<file path="src/rtl/seq_prime_detector_if.sv">
// Request/result bundle for the sequential prime detector.
// The master drives start/number; the slave returns busy/done/is_prime/factor.
interface seq_prime_detector_if #(
    parameter int WIDTH = 8
);
    logic             start;
    logic [WIDTH-1:0] number;
    logic             busy;
    logic             done;
    logic             is_prime;
    logic [WIDTH-1:0] factor;

    modport master (
        output start, number,
        input  busy, done, is_prime, factor
    );

    modport slave (
        input  start, number,
        output busy, done, is_prime, factor
    );
endinterface

</file>
<file path="src/rtl/seq_prime_detector.sv">
// Iterative trial-division primality checker: one candidate divisor per clock,
// reporting is_prime and the smallest prime factor through a start/busy/done handshake.
module seq_prime_detector #(
    parameter int WIDTH = 8
) (
    input  logic                 clk,
    input  logic                 rst_n,
    seq_prime_detector_if.slave  bus
);
    localparam int DW = WIDTH + 1;
    localparam int PW = 2 * DW;

    typedef enum logic [1:0] {
        S_IDLE  = 2'd0,
        S_CHECK = 2'd1,
        S_DONE  = 2'd2
    } state_t;

    state_t           state_q, state_d;
    logic [WIDTH-1:0] n_q, n_d;
    logic [DW-1:0]    d_q, d_d;
    logic             is_prime_q, is_prime_d;
    logic [WIDTH-1:0] factor_q, factor_d;
    logic             done_q, done_d;
    logic             busy_q, busy_d;

    logic [PW-1:0]    sq;
    logic [DW-1:0]    divisor;
    logic [DW-1:0]    rem;

    // Squared candidate is kept wide so the d*d > n test never truncates.
    assign sq      = PW'(d_q) * PW'(d_q);
    // d is zero only outside CHECK; substituting 1 keeps the divider defined.
    assign divisor = (d_q == '0) ? DW'(1) : d_q;
    assign rem     = {1'b0, n_q} % divisor;

    always_comb begin
        state_d    = state_q;
        n_d        = n_q;
        d_d        = d_q;
        is_prime_d = is_prime_q;
        factor_d   = factor_q;
        case (state_q)
            S_IDLE: begin
                if (bus.start) begin
                    n_d        = bus.number;
                    d_d        = DW'(2);
                    is_prime_d = 1'b0;
                    factor_d   = '0;
                    state_d    = S_CHECK;
                end
            end
            S_CHECK: begin
                if (n_q < WIDTH'(2)) begin
                    is_prime_d = 1'b0;
                    factor_d   = '0;
                    state_d    = S_DONE;
                end else if (sq > PW'(n_q)) begin
                    is_prime_d = 1'b1;
                    factor_d   = '0;
                    state_d    = S_DONE;
                end else if (rem == '0) begin
                    // d*d <= n here, so d fits in WIDTH bits.
                    is_prime_d = 1'b0;
                    factor_d   = d_q[WIDTH-1:0];
                    state_d    = S_DONE;
                end else if (d_q == DW'(2)) begin
                    d_d = DW'(3);
                end else begin
                    d_d = d_q + DW'(2);
                end
            end
            S_DONE: begin
                state_d = S_IDLE;
            end
            default: begin
                state_d = S_IDLE;
            end
        endcase
        busy_d = (state_d != S_IDLE);
        done_d = (state_d == S_DONE);
    end

    always_ff @(posedge clk or negedge rst_n) begin
        if (!rst_n) begin
            state_q    <= S_IDLE;
            n_q        <= '0;
            d_q        <= '0;
            is_prime_q <= 1'b0;
            factor_q   <= '0;
            done_q     <= 1'b0;
            busy_q     <= 1'b0;
        end else begin
            state_q    <= state_d;
            n_q        <= n_d;
            d_q        <= d_d;
            is_prime_q <= is_prime_d;
            factor_q   <= factor_d;
            done_q     <= done_d;
            busy_q     <= busy_d;
        end
    end

    assign bus.busy     = busy_q;
    assign bus.done     = done_q;
    assign bus.is_prime = is_prime_q;
    assign bus.factor   = factor_q;
endmodule
</file>
<file path="src/flat_wrapper.sv">
// flat-port wrapper written by rule: the top's interface ports become plain ports
module seq_prime_detector_flat 
#(
    parameter int WIDTH = 8
)
  (clk, rst_n, bus_start, bus_number, bus_busy, bus_done, bus_is_prime, bus_factor);
  seq_prime_detector_if #(.WIDTH(WIDTH)) bus_i ();
  input  logic clk;
  input  logic rst_n;
  input wire logic [$bits(bus_i.start)-1:0] bus_start;
  input wire logic [$bits(bus_i.number)-1:0] bus_number;
  output wire logic [$bits(bus_i.busy)-1:0] bus_busy;
  output wire logic [$bits(bus_i.done)-1:0] bus_done;
  output wire logic [$bits(bus_i.is_prime)-1:0] bus_is_prime;
  output wire logic [$bits(bus_i.factor)-1:0] bus_factor;
  assign bus_i.start = bus_start;
  assign bus_i.number = bus_number;
  assign bus_busy = bus_i.busy;
  assign bus_done = bus_i.done;
  assign bus_is_prime = bus_i.is_prime;
  assign bus_factor = bus_i.factor;
  seq_prime_detector #(.WIDTH(WIDTH)) u_core (.clk(clk), .rst_n(rst_n), .bus(bus_i));
endmodule
</file>
<file path="config.mk">
export PLATFORM = sky130hd
export DESIGN_NAME = seq_prime_detector_flat
export DESIGN_NICKNAME = d
export VERILOG_FILES = /design/src/rtl/seq_prime_detector_if.sv /design/src/rtl/seq_prime_detector.sv /design/src/flat_wrapper.sv
export SDC_FILE = /design/constraint.sdc
export NUM_CORES = 1
export LEC_CHECK = 0
export CORE_ASPECT_RATIO = 1.25
export CORE_UTILIZATION = 45
export DETAILED_ROUTE_END_ITERATION = 7
export GPL_ROUTABILITY_DRIVEN = 0
export SLEW_MARGIN = 20
export SYNTH_ARGS = -nofsm -noshare
export SYNTH_HDL_FRONTEND = slang
export SYNTH_SLANG_ARGS = --single-unit
</file>
<file path="constraint.sdc">
create_clock -name clk -period 13 [get_ports clk]
set_clock_uncertainty 0.2 [all_clocks]
set_input_delay 1.95 -clock clk [delete_from_list [all_inputs] [get_ports clk]]
set_output_delay 1.95 -clock clk [all_outputs]
set_load 0.01 [all_outputs]
</file>
[Word level (Yosys, flattened, before mapping)]
Cells that the tools add are included.
Word-level totals
  register bits after elaboration: 30
  bits in latches: 0
  memory bits (writable): 0
  memory bits (read-only): 0
  output and inout port bits: 11
  memories: 0
Cells by class
  add/subtract/negate cells: 1
  $mul: 1
  divide/modulo/power cells: 1
  magnitude comparators: 2
  equal/unequal tests: 8
  shift operators: 0
  muxes and demuxes: 22
  bitwise operators: 0
  reductions and logical operators: 8
Operator list (count)
  9-bit two-way mux: 6
  8-bit two-way mux: 4
  18-bit by 8-bit > comparator with 1-bit output: 1
  9-bit zero test: 2
  9-bit by 9-bit multiplier with 18-bit output: 1
  9-bit one-hot mux with 2 select lines: 1
  8-bit one-hot mux with 2 select lines: 1
  9-bit by 2-bit adder with 9-bit output, second input constant: 1
  9-bit by 2-bit == test with 1-bit output, second input constant: 1
  8-bit by 9-bit modulo with 9-bit output: 1
  8-bit by 2-bit < comparator with 1-bit output, second input constant: 1
  2-bit two-way mux: 4
  2-bit != test, second input constant: 4
  5-bit AND reduction: 1
  1-bit two-way mux: 4
  4-bit by 1-bit != test with 1-bit output, second input constant: 1
  2-bit one-hot mux with 2 select lines: 1
  2-bit nonzero test: 2
  3-bit AND reduction: 1
  2-bit by 1-bit == test with 1-bit output, second input constant: 1
  2-bit == test, second input constant: 1
  2-bit zero test: 1
  1-bit one-hot mux with 2 select lines: 1
  2-bit AND reduction: 1

[Logic depth before layout (Yosys ltp)]
  word-level depth: 9
  gate-level depth with buffers: 63
  depth with buffers taken out: 59

[Least setup slack after synthesis]
No wires, ideal clock.
  path type: reg-to-reg
  from: register u_core.d_q[3]
  to: register u_core.d_q[3]
  library setup time: 78 ps
  arrival: 12627 ps
  path slack: 95 ps
  stages on the path, launching flop included: 59
  period minus slack after synthesis: 12905 ps
  cells stage by stage: dfrtp_1 > clkinv_1 > and3_1 > buf_2 > a31oi_1 > ha_1 > o21ai_0 > a211o_1 > mux2_4 > inv_1 > ha_1 > o21a_1 > a21bo_2 > and2_1 > o21ai_0 > ha_1 > a21oi_1 > a21boi_0 > [23 not listed] > a21oi_1 > o21ai_0 > a21oi_1 > and3_1 > a31o_1 > inv_1 > ha_1 > clkbuf_1 > nand4_1 > o21ai_0 > a31oi_1 > o31ai_1 > a221o_1 > nor3_1 > o2111a_1 > a2111o_1 > or4b_1 > a21oi_1
Between the ends
  word-level cells in the longest chain between the ends: 6
Ends and longest elaborated chain
  start: declaration: RTL line seq_prime_detector.sv:21  | logic [DW-1:0] d_q, d_d;
  start signal: assignment: RTL line seq_prime_detector.sv:88  | d_q <= '0;
  start signal: assignment: RTL line seq_prime_detector.sv:96  | d_q <= d_d;
  9-bit zero test (tied with other cells): RTL line seq_prime_detector.sv:34  | assign divisor = (d_q == '0) ? DW'(1) : d_q;
  9-bit two-way mux (on tied branches): RTL line seq_prime_detector.sv:34, seq_prime_detector.sv:67
  8-bit by 9-bit modulo with 9-bit output / 9-bit two-way mux (equally long branches): RTL line seq_prime_detector.sv:35, seq_prime_detector.sv:62
  9-bit zero test / 9-bit two-way mux (equally long branches): RTL line seq_prime_detector.sv:62, seq_prime_detector.sv:58
  2-bit != test (no line) / 9-bit two-way mux (equally long branches)
  5-bit AND reduction (no line) / 9-bit one-hot mux with 2 select lines (equally long branches)
Parallel ways exist; a longest one is shown, timed or not. The select of a mux whose other input is x is not followed.
A chain may end at the register's enable or synchronous reset.

[Worst setup path after layout]
  from: register u_core.d_q[6]
  to: register u_core.d_q[4]
Between the ends
  word-level cells in the longest chain between the ends: 6
Ends and longest elaborated chain (RTL line)
  9-bit zero test / 9-bit by 2-bit == test with 1-bit output (equally long branches): seq_prime_detector.sv:34, seq_prime_detector.sv:67
  9-bit two-way mux (on tied branches): seq_prime_detector.sv:34, seq_prime_detector.sv:67
  8-bit by 9-bit modulo with 9-bit output / 9-bit two-way mux (equally long branches): seq_prime_detector.sv:35, seq_prime_detector.sv:62
  9-bit zero test / 9-bit two-way mux (equally long branches): seq_prime_detector.sv:62, seq_prime_detector.sv:58
  2-bit != test (no line) / 9-bit two-way mux (equally long branches)
  5-bit AND reduction (no line) / 9-bit one-hot mux with 2 select lines (equally long branches)
Parallel ways exist; a longest one is shown, timed or not. The select of a mux whose other input is x is not followed.

==> insert_results.sql <==
INSERT INTO impl_metrics (metric_group, metric, value, unit) VALUES
('route', 'dr_total_vias', '5600', ''),
('timing', 'final-setup-viol-count', '0', ''),
('timing', 'timing.fmax', '80.2', 'MHz'),
('worst_setup_path', 'critical_path_arrival', '12460', 'ps'),
('grt', 'antenna_found_initial', '0', ''),
('yosys', 'synth_seq_cells', '30', ''),
('worst_setup_path', 'critPathMaxStageDelay', '490', 'ps'),
('grt', 'gr-usage-all-layers', '0.249', ''),
('clock_tree', 'cts_htree_levels', '2', ''),
('timing', 'timing.slew.headroom', '0.394', ''),
('clock_tree', 'clock_pin_slew_worst_setup_and_hold_paths', '50', 'ps'),
('yosys', 'synth-adder-area-share', '0.308', ''),
('cells_and_area', 'final_nets', '905', ''),
('worst_setup_path', 'worst_path_most_repeated_cell', 'ha_1', ''),
('worst_setup_path', 'crit_slowest_cell', 'a2111o_1', ''),
('run', 'max_cap_viol_count', '0', ''),
('run_status', 'run_status', 'completed', ''),
('cells_and_area', 'ff_latch_area', '751', 'um^2'),
('yosys', 'async_reset_ff_frac', '1.00', ''),
('cells_and_area', 'fill_cells', '1185', ''),
('timing', 'tightestPinTransition', '909', 'ps'),
('cells_and_area', 'synthToLayoutAreaGrowth', '17.7', '%'),
('timing', 'post-route-min-period', '12470', 'ps'),
('timing', 'slew_viol_final', '0', ''),
('cells_and_area', 'multi_input_gate_area', '0.00489', 'mm^2'),
('route', 'drtPass1Iterations', '5', ''),
('yosys', 'synth-edff-count', '0', ''),
('worst_setup_path', 'timing.critical_path.to_type', 'register', ''),
('floorplanning', 'placement_rows', '46', ''),
('yosys', 'yosys.area_share.xor_xnor', '0.0407', ''),
('yosys', 'synth_fp_nets', '855', ''),
('grt', 'wire_length_of_the_first_global_routing_pass', '26700', 'um'),
('yosys', 'synth_cells', '722', ''),
('floorplanning', 'design.portCount', '22', ''),
('yosys', 'seq_area_frac_synth', '0.129', ''),
('route', 'drc', '0', ''),
('worst_setup_path', 'required_time_at_the_worst_slack_endpoint', '12980', 'ps'),
('worst_setup_path', 'setup.worst_path.start_class', 'register', ''),
('cells_and_area', 'final_cell_area', '0.00684', 'mm^2'),
('floorplanning', 'initial_utilization', '0.459', ''),
('yosys', 'synth-main-ff-cell', 'dfrtp_1', ''),
('route', 'drtIter0Drc', '351', ''),
('yosys', 'synth_mux_area_frac', '0.0207', ''),
('yosys', 'synthesis.yosys.warnings', '0', ''),
('yosys', 'synth_compound_area_frac', '0.239', ''),
('yosys', 'post_synth_and_or_nand_nor_area_fraction', '0.194', ''),
('route', 'avgRoutedWirePerCell', '17.4', 'um'),
('clock_tree', 'root_buffer', 'clkbuf_16', ''),
('cells_and_area', 'num_antenna_cells', '0', ''),
('timing', 'period_share', '0.959', ''),
('grt', 'number_of_global_route_vias_before_repair', '5487', ''),
('placed_design', 'port-buffer-count', '21', ''),
('clock_tree', 'cts_made_buffers', '5', ''),
('grt', 'grt-ovfl-total', '0', ''),
('floorplanning', 'floorplan.die.height', '129', 'um'),
('clock_tree', 'cts.sink_count', '30', ''),
('timing', 'fin_setup_tns', '0', 'ps'),
('yosys', 'synth.avg_cell_area', '8.05', 'um^2'),
('worst_setup_path', 'worst-path-max-fanout', '10', ''),
('placed_design', 'postPlaceCellArea', '0.00635', 'mm^2'),
('clock_tree', 'tritoncts', 'done', ''),
('hold_path', 'hold_class', 'register to register', ''),
('worst_setup_path', 'critPathKind', 'register to register', ''),
('yosys', 'combinational_family_with_the_most_area_after_synthesis', 'adder cells', ''),
('floorplanning', 'fp.dieW', '104', 'um'),
('route', 'average_vias_per_placed_instance', '5.95', ''),
('clock_tree', 'cts_max_path_buffers', '2', ''),
('cells_and_area', 'post_route_cells_drive_above_1_share', '0.137', ''),
('clock_tree', 'clock_latency', '270', 'ps'),
('route', 'ant_nets', '0', ''),
('yosys', 'synth_cell_type_count', '75', ''),
('floorplanning', 'die-area', '0.0134', 'mm^2'),
('floorplanning', 'placeableCoreArea', '0.0127', 'mm^2'),
('grt', 'grt_max_degree', '31', ''),
('yosys', 'syn-cell-area', '0.00581', 'mm^2'),
('route', 'totalWireLength', '16300', 'um'),
('placed_design', 'hpwlAfterDp', '13000', 'um'),
('timing', 'report.final.hold_viol_count', '0', '');
cells in the final DEF, fill, tap and decap left out, drive strengths merged, types with 15 or more instances in the layout:
cell / Yosys / routed
o21ai: 52 / 52
nor2: 76 / 76
ha: 87 / 87
xnor2: 17 / 17
nor3: 16 / 16
o21a: 15 / 15
fa: 35 / 35
buf: 8 / 43
clkdlybuf4s50: 0 / 21
inv: 74 / 74
dfrtp: 30 / 30
a21oi: 45 / 45
nand2: 49 / 49
worst paths after layout:
check	cells past startpoint	slack (ps)	endpoint	from
max in group asynchronous	2	10440	u_core.n_q[3]	rst_n
hold reg to reg	1	310	u_core.bus.busy	u_core.state_q[1]
min in group asynchronous	2	1870	u_core.bus.factor[5]	rst_n
setup reg to reg	59	530	u_core.d_q[4]	u_core.d_q[6]
setup / recovery	59	530	u_core.d_q[4]	u_core.d_q[6]
hold / removal	1	310	u_core.bus.busy	u_core.state_q[1]
worst max-delay path: cells and delay by family, from the launching register on:
family          cells  cell delay [ps]
buf+inv             8             1070
flops               1              400
compound gates     29             5340
simple gates       12             2590
fa+ha+maj           8             2170
mux                 2              580
state kept, by name (all words and copies together), names as in the netlist:
signal and count:
u_core.bus.is_prime 1, u_core.bus.busy 1, u_core.n_q 8, u_core.d_q 9, u_core.bus.factor 8, u_core.state_q 2
u_core.bus.done 1
routing by layer:
layer / track usage / routed length (um) / vias to the layer above
li1: - / - / 2699
met1: 0.288 / 6550 / 2729
met2: 0.478 / 8770 / 136
met3: 0.0186 / 596 / 36
met4: 0.0975 / 433 / 0
met5: 0 / 0 / -
cells by family after synthesis:
family / Yosys count
AOI/OAI and AO/OA: 206
xor gates and xnor gates: 27
adders and majority gates: 122
buffers and inverters: 99
DFF: 30
muxes: 11
other: 1
and+or+nand+nor: 226
layout make-up:
type / instances / share of cell area
Clock buffer: 6 / 0.0203
Tap cell: 168 / 0.0307
Clock inverter: 2 / 0.00183
Inverter: 77 / 0.0422
Multi-Input combinational cell: 594 / 0.715
Sequential cell: 30 / 0.110
Timing Repair Buffer: 64 / 0.0797
through the flow:
step | worst slack, ps | utilization | hold WS (ps) | std cells
floorplan | 95.3 | - | 239 | 722
global placement | -455 | 0.502 | 255 | 919
detailed placement | -771 | 0.502 | 268 | 919
CTS | 20.7 | 0.519 | 277 | 928
global route | -41.6 | 0.540 | 331 | 941
finish | 527 | 0.540 | 311 | 941
cell usage after synthesis (12+ instances only):
cell type / number / share of area
nor2_1: 76 / 0.049
a21o_1: 12 / 0.015
nand2_1: 49 / 0.032
nor3_1: 15 / 0.013
a21oi_1: 45 / 0.039
o21ai_0: 52 / 0.045
clkbuf_1: 14 / 0.0090
ha_1: 87 / 0.19
inv_1: 71 / 0.046
o211ai_1: 12 / 0.015
dfrtp_1: 30 / 0.13
nand3_1: 14 / 0.012
fa_1: 35 / 0.12
o21a_1: 15 / 0.019
xnor2_1: 17 / 0.026
timing repair:
action	4_1_cts	5_1_grt
cloned	0	1
hold buffers	0	0
gates resized for setup	12	47
pin swaps	2	23
endpoints found under the setup margin	21	21
buffers inserted	1	12
Power is left out: the tool's default activity adds up to more than one toggle a clock period on the data nets, which glitch-free logic cannot reach.
